==> src/rtl/divisor_sequencial_if.sv <==
// rtl/divisor_sequencial_if.sv - start/operand/result signal bundle for the sequential 8/4 divider
interface divisor_sequencial_if;
  logic       inicio;
  logic [7:0] a;
  logic [3:0] b;
  logic [7:0] q;
  logic [3:0] r;
  logic       ocupado;
  logic       pronto;
  logic       div_zero;

  modport master (
    output inicio, a, b,
    input  q, r, ocupado, pronto, div_zero
  );

  modport slave (
    input  inicio, a, b,
    output q, r, ocupado, pronto, div_zero
  );
endinterface

==> src/rtl/divisor_sequencial.sv <==
// rtl/divisor_sequencial.sv - 8-bit / 4-bit unsigned restoring divider, one quotient bit per cycle
// Optional zero-divisor early termination under macro DIVISOR_ZERO_CHECK_EN.
module divisor_sequencial (
  input logic                 clk,
  input logic                 rst,
  divisor_sequencial_if.slave dif
);
  typedef enum logic [1:0] {
    OCIOSO  = 2'd0,
    CALCULA = 2'd1,
    FIM     = 2'd2
  } state_t;

  state_t     state_q, state_d;
  // Dividend bits shift out at the MSB while quotient bits shift in at the LSB.
  logic [7:0] dq_q, dq_d;
  logic [3:0] b_q, b_d;
  logic [3:0] p_q, p_d;
  logic [2:0] cnt_q, cnt_d;
  logic [7:0] q_q, q_d;
  logic [3:0] r_q, r_d;
`ifdef DIVISOR_ZERO_CHECK_EN
  logic       dz_q, dz_d;
`endif

  logic [4:0] trial;
  logic [3:0] diff;
  logic       qbit;

  always_comb begin
    trial   = {p_q, dq_q[7]};
    // When trial >= b the difference is below b, so four bits hold it exactly.
    diff    = trial[3:0] - b_q;
    qbit    = (trial >= {1'b0, b_q});
    state_d = state_q;
    dq_d    = dq_q;
    b_d     = b_q;
    p_d     = p_q;
    cnt_d   = cnt_q;
    q_d     = q_q;
    r_d     = r_q;
`ifdef DIVISOR_ZERO_CHECK_EN
    dz_d    = dz_q;
`endif
    case (state_q)
      OCIOSO: begin
        if (dif.inicio) begin
          dq_d    = dif.a;
          b_d     = dif.b;
          p_d     = 4'd0;
          cnt_d   = 3'd0;
          state_d = CALCULA;
`ifdef DIVISOR_ZERO_CHECK_EN
          if (dif.b == 4'd0) begin
            state_d = FIM;
            q_d     = 8'hFF;
            r_d     = dif.a[3:0];
            dz_d    = 1'b1;
          end
`endif
        end
      end
      CALCULA: begin
        p_d   = qbit ? diff : trial[3:0];
        dq_d  = {dq_q[6:0], qbit};
        cnt_d = cnt_q + 3'd1;
        if (cnt_q == 3'd7) begin
          state_d = FIM;
          q_d     = {dq_q[6:0], qbit};
          r_d     = qbit ? diff : trial[3:0];
`ifdef DIVISOR_ZERO_CHECK_EN
          dz_d    = 1'b0;
`endif
        end
      end
      FIM:     state_d = OCIOSO;
      default: state_d = OCIOSO;
    endcase
  end

  always_ff @(posedge clk) begin
    if (rst) begin
      state_q <= OCIOSO;
      dq_q    <= 8'd0;
      b_q     <= 4'd0;
      p_q     <= 4'd0;
      cnt_q   <= 3'd0;
      q_q     <= 8'd0;
      r_q     <= 4'd0;
`ifdef DIVISOR_ZERO_CHECK_EN
      dz_q    <= 1'b0;
`endif
    end else begin
      state_q <= state_d;
      dq_q    <= dq_d;
      b_q     <= b_d;
      p_q     <= p_d;
      cnt_q   <= cnt_d;
      q_q     <= q_d;
      r_q     <= r_d;
`ifdef DIVISOR_ZERO_CHECK_EN
      dz_q    <= dz_d;
`endif
    end
  end

  assign dif.q       = q_q;
  assign dif.r       = r_q;
  assign dif.ocupado = (state_q == CALCULA);
  assign dif.pronto  = (state_q == FIM);
`ifdef DIVISOR_ZERO_CHECK_EN
  assign dif.div_zero = dz_q;
`else
  assign dif.div_zero = 1'b0;
`endif
endmodule

==> src/flat_wrapper.sv <==
// flat-port wrapper written by rule: the top's interface ports become plain ports
module divisor_sequencial_flat 
  (clk, rst, dif_inicio, dif_a, dif_b, dif_q, dif_r, dif_ocupado, dif_pronto, dif_div_zero);
  divisor_sequencial_if dif_i ();
  input logic clk;
  input logic rst;
  input wire logic [$bits(dif_i.inicio)-1:0] dif_inicio;
  input wire logic [$bits(dif_i.a)-1:0] dif_a;
  input wire logic [$bits(dif_i.b)-1:0] dif_b;
  output wire logic [$bits(dif_i.q)-1:0] dif_q;
  output wire logic [$bits(dif_i.r)-1:0] dif_r;
  output wire logic [$bits(dif_i.ocupado)-1:0] dif_ocupado;
  output wire logic [$bits(dif_i.pronto)-1:0] dif_pronto;
  output wire logic [$bits(dif_i.div_zero)-1:0] dif_div_zero;
  assign dif_i.inicio = dif_inicio;
  assign dif_i.a = dif_a;
  assign dif_i.b = dif_b;
  assign dif_q = dif_i.q;
  assign dif_r = dif_i.r;
  assign dif_ocupado = dif_i.ocupado;
  assign dif_pronto = dif_i.pronto;
  assign dif_div_zero = dif_i.div_zero;
  divisor_sequencial u_core (.clk(clk), .rst(rst), .dif(dif_i));
endmodule
==> config.mk <==
export PLATFORM = sky130hd
export DESIGN_NAME = divisor_sequencial_flat
export DESIGN_NICKNAME = d
export VERILOG_FILES = /design/src/rtl/divisor_sequencial_if.sv /design/src/rtl/divisor_sequencial.sv /design/src/flat_wrapper.sv
export SDC_FILE = /design/constraint.sdc
export NUM_CORES = 1
export LEC_CHECK = 0
export BUFFER_PORTS_ARGS = -buffer_cell sky130_fd_sc_hd__buf_4
export CORE_MARGIN = 8
export CORE_UTILIZATION = 54
export DETAILED_ROUTE_END_ITERATION = 8
export GPL_ROUTABILITY_DRIVEN = 1
export PLACE_DENSITY = 0.76
export SYNTH_ARGS = -nofsm -noshare
export SYNTH_HDL_FRONTEND = slang
export SYNTH_SLANG_ARGS = --single-unit
==> constraint.sdc <==
create_clock -name clk -period 2.05 [get_ports clk]
set_clock_uncertainty 0.15 [all_clocks]
set_input_delay 0.205 -clock clk [delete_from_list [all_inputs] [get_ports clk]]
set_output_delay 0.205 -clock clk [all_outputs]
set_load 0.1 [all_outputs]
After elaboration in Yosys (flattened, before gate mapping)
Index checks and enable logic that the tools add are counted.
Word-level totals
  register bits: 33
Operators by class
  mux-type cells: 10
  $add $sub $neg: 2
  eq/ne operators: 5
  order comparisons: 1
  reduce and logical (&&, ||, !) cells: 6
Operators by type and width (count)
  case mux 8 bit (2 select lines): 1
  2-to-1 mux 4 bit: 2
  2-to-1 mux 8 bit: 1
  case mux 4 bit (2 select lines): 1
  AND reduction 2 bit: 4
  case mux 3 bit (2 select lines): 1
  greater-or-equal comparator 5 x 4 -> 1 bit: 1
  2-to-1 mux 2 bit: 2
  case mux 2 bit (2 select lines): 1
  subtractor 4 bit: 1
  adder 3 x 1 -> 3 bit (second input constant): 1
  equality test 3 bit (second input constant): 1
  2-to-1 mux 3 bit: 1
  equality test 2 x 1 -> 1 bit (second input constant): 1
  equality test 2 bit (second input constant): 1
  zero test 2 bit: 1
  != test 2 x 1 -> 1 bit (second input constant): 1
  != test 2 bit (second input constant): 1
  nonzero test 2 bit: 1

Depth between registers and ports, before layout
  word-level depth: 3
  depth in mapped cells: 7

Least setup slack after synthesis
No wires, ideal clock.
  path type: reg-to-output
  start point: register u_core.state_q[1]
  end point: output dif_pronto
  setup slack: -28 ps
  cell stages (with the launch flop): 2
  arrival: 1723 ps
  required time: 1695 ps
  path buffers: 0
  path through: dfxtp_1 -> nor2b_1
Between the ends
  cells in the longest elaborated chain, start to end: 1
Ends and longest elaborated chain
  from (decl): line divisor_sequencial.sv:14  | state_t state_q, state_d;
  from (signal assigned): line divisor_sequencial.sv:94  | state_q <= state_d;
  equality test 2 bit: line divisor_sequencial.sv:110  | assign dif.pronto = (state_q == FIM);
  to (decl): line flat_wrapper.sv:13  | output wire logic [$bits(dif_i.pronto)-1:0] dif_pronto;
Every way passes these cells.

Final worst setup path
  start point: register u_core.dq_q[7]
  end point: register u_core.r_q[2] (netlist: u_core.dif.r[2])
Between the ends
  cells in the longest elaborated chain, start to end: 2
Ends and longest elaborated chain
  from (decl): line divisor_sequencial.sv:16  | logic [7:0] dq_q, dq_d;
  from (signal assigned): line divisor_sequencial.sv:95  | dq_q <= dq_d;
  subtractor 4 bit / greater-or-equal comparator 5 x 4 -> 1 bit (equally long branches): line divisor_sequencial.sv:33, divisor_sequencial.sv:34
  2-to-1 mux 4 bit (*): line divisor_sequencial.sv:70  | r_d = qbit ? diff : trial[3:0];
  to (signal assigned): line divisor_sequencial.sv:100  | r_q <= r_d;
  to (decl): line divisor_sequencial.sv:21  | logic [3:0] r_q, r_d;
Mark *: on every way between the ends. The rest lies on a longest branch, timed or not.
A chain may end at the register's enable or synchronous reset.

==> reports/results.txt <==
Row count = 19
Grt ovf = 0
Worst EP required = 2.12 ns
Vias in the first global route = 1462
Synth top area cells = dfxtp_1 (43%), nand2_1 (9.7%), a21oi_1 (5.2%), nor2_1 (5.1%), ha_1 (4.9%)
Placed inst area = 1764 sq um
CTS Root Cell = clkbuf_4
CP Cell Sequence = inv_1 > ha_1 > nand4_1 > nand2_1 > buf_4 > nor4_1 > nor4_2
Arr. time, crit path = 1.99 ns
Share of layout cells above drive strength 1 = 21.83%
Slew Limit Fails = 0
Total Routed Length = 3.771 mm
Min cycle time layout = 1.919 ns
Clock Pin Slew Worst Setup and Hold Paths = 0.11 ns
CTS tree = yes
Setup TNS = 0 ns
Core area = 2734 sq um
Cell variety after synth = 40
# port buffers = 28
Cells after DPL = 240
Syn avg cell area = 8.176 sq um
Synth Net Count = 211
Max VDD drop = 0.7706 mV
Clk buf depth = 2
CP Class = reg -> reg
Power, Total = 1.697 mW
Post-CTS Setup Inserts = 0
Drt first pass iters = 4
1st-iter DRT viols = 101
CP Capture Type = flip-flop
N_diodes = 0
Vias = 1460
Filler cell count = 208
CTS sink count = 33
Vias per cell = 5.615
Skew-Pair Late Insertion Delay = 0.35 ns
# IOs = 30
Synth warn = 0
RSZ-0062 raised after global routing = no
Hold Fails Final Rpt = 0
Routed len/inst = 14.50 microns
PD cells = 847.7 nW/um^2
Most frequent cells in the layout = nand2_1 (40), buf_4 (33), dfxtp_1 (33)
Synth top area share = 42.75%
First-pass GRT wire length = 6.596 mm
Post-synthesis cell type with the largest combined area = dfxtp_1
Largest net degree at the start of global routing = 38
Non-Filler Instances = 260
Final setup viols = 0
CP max FO = 8
Final period util = 93.59%
Most common cell after layout, fill and taps aside = nand2_1
#FFs+latches synth = 33
Slowest-stage cell, CP = dfxtp_1
Max cap viols = 0
Initial antenna violation count = 0
GRT Overall Usage = 16.56%
Routability cong. = 0.8495
Die area = 4830 sq um
CTS buffer count = 5
Register Area = 660.6 sq um
Initial Util = 56.52%
Leak Pwr = 0.8225 nW
# nets final = 250
Final HPWL DP = 2.643 mm
CP Launch Type = flip-flop
Fmax = 0.5212 GHz
Gate Count Post-Synth = 189
Htree depth = 2
Mapped Area = 1545 sq um
Remaining DRCs = 0
Multi-input gate area = 805.8 sq um
Layout area overhead = 29.55%
Sequential area share after synthesis = 42.75%
Status = finished, final reports clean
Final ANT Viol Nets = 0
Die X = 69.50 microns
Worst path max stage delay = 0.37 ns
Hold Crit Class = in -> reg
Final Cell Area = 2002 sq um
Die height = 69.50 microns
==> through the flow <==
step / hold slack, ns / worst slack, ns / utilization (%)
after floorplan: 0.1910 / 0.3393 / -
after global placement: 0.2929 / 0.1820 / 64.53
after detailed placement: 0.2983 / 0.08187 / 64.53
after CTS: 0.08564 / 0.02649 / 72.68
after global routing: 0.1144 / 0.03393 / 73.23
final: 0.09311 / 0.1314 / 73.23
==> synth_stat cells <==
master / count
o21ai_1: 1
a311oi_1: 7
nand2b_2: 1
xor2_1: 1
clkbuf_1: 3
buf_1: 2
a21oi_2: 1
nand2b_1: 1
and2_4: 1
inv_1: 6
nor2b_1: 1
nor3_1: 5
nor4_2: 1
nor4_1: 1
inv_2: 1
o41ai_1: 1
buf_2: 5
nand4_1: 1
nor3b_2: 1
a32o_1: 3
o21ai_0: 6
ha_1: 6
fa_1: 1
nand3b_2: 1
nand2_1: 40
dfxtp_1: 33
nand3_1: 2
nor2_1: 21
o32ai_1: 1
conb_1: 1
or3_1: 5
buf_4: 2
o31ai_1: 1
o311ai_1: 2
o211a_1: 1
a21oi_1: 16
a22oi_1: 1
nand4b_1: 1
buf_6: 1
nand3b_1: 3
==> report_power, final <==
part	internal (mW)	switching, mW	total (mW)	leakage, nW
clock network	0.377	0.232	0.609	0.0552
logic	0.151	0.230	0.381	0.498
registers	0.676	0.0309	0.707	0.269
==> state kept, by name, summed over array words and instances (netlist names) <==
| signal | cells |
|---|---|
| u_core.dif.q | 8 |
| u_core.b_q | 4 |
| u_core.dq_q | 8 |
| u_core.p_q | 4 |
| u_core.cnt_q | 3 |
| u_core.dif.r | 4 |
| u_core.state_q | 2 |
==> critical path: cells and delay by family, from the launching register on <==
| kind | cells | cell delay [ns] |
|---|---|---|
| buf+inv | 2 | 0.27 |
| fa+ha+maj | 1 | 0.33 |
| simple gates | 4 | 0.68 |
| flops | 1 | 0.37 |
==> final cells by class <==
type / instances / area share, %
multi-input combinational: 136 / 40.25
sequential: 33 / 33.00
timing repair buffer: 45 / 18.38
clock inverter: 3 / 3.250
tap: 31 / 1.938
clock buffer: 5 / 1.875
inverter: 7 / 1.313
==> cells by family (layout without fill, tap and decap cells) <==
kind of cell,Yosys count,count (layout),synth area share (%)
fa+ha+maj,7,7,6.154
xor+xnor,1,1,0.5669
compound gates,41,41,17.81
simple gates,86,86,26.24
flops,33,33,42.75
other cells,1,1,0.2427
buf+inv,20,60,6.234
==> layer usage <==
metal,routed length [microns],GRT usage (%)
met5,0,0
met4,128,11.62
met3,271,5.722
met2,1842,26.64
met1,1528,17.73
==> what timing repair did <==
action                     in CTS  in global routing
setup endpoints to repair       0                  3
hold endpoints to repair       12                  0
hold buffers                   12                  0
gates resized for setup         0                  2
==> path summary, 6_finish.rpt <==
kind	from	end	slack, ns	depth (start not counted)
setup / recovery	u_core.dq_q[7]	u_core.dif.r[2]	0.13	7
hold / removal	rst	u_core.state_q[0]	0.09	2
setup reg to reg	u_core.dq_q[7]	u_core.dif.r[2]	0.13	7
hold reg to reg	u_core.dif.q[2]	u_core.dif.q[2]	0.31	2
Power figures use the tool's default switching activity.
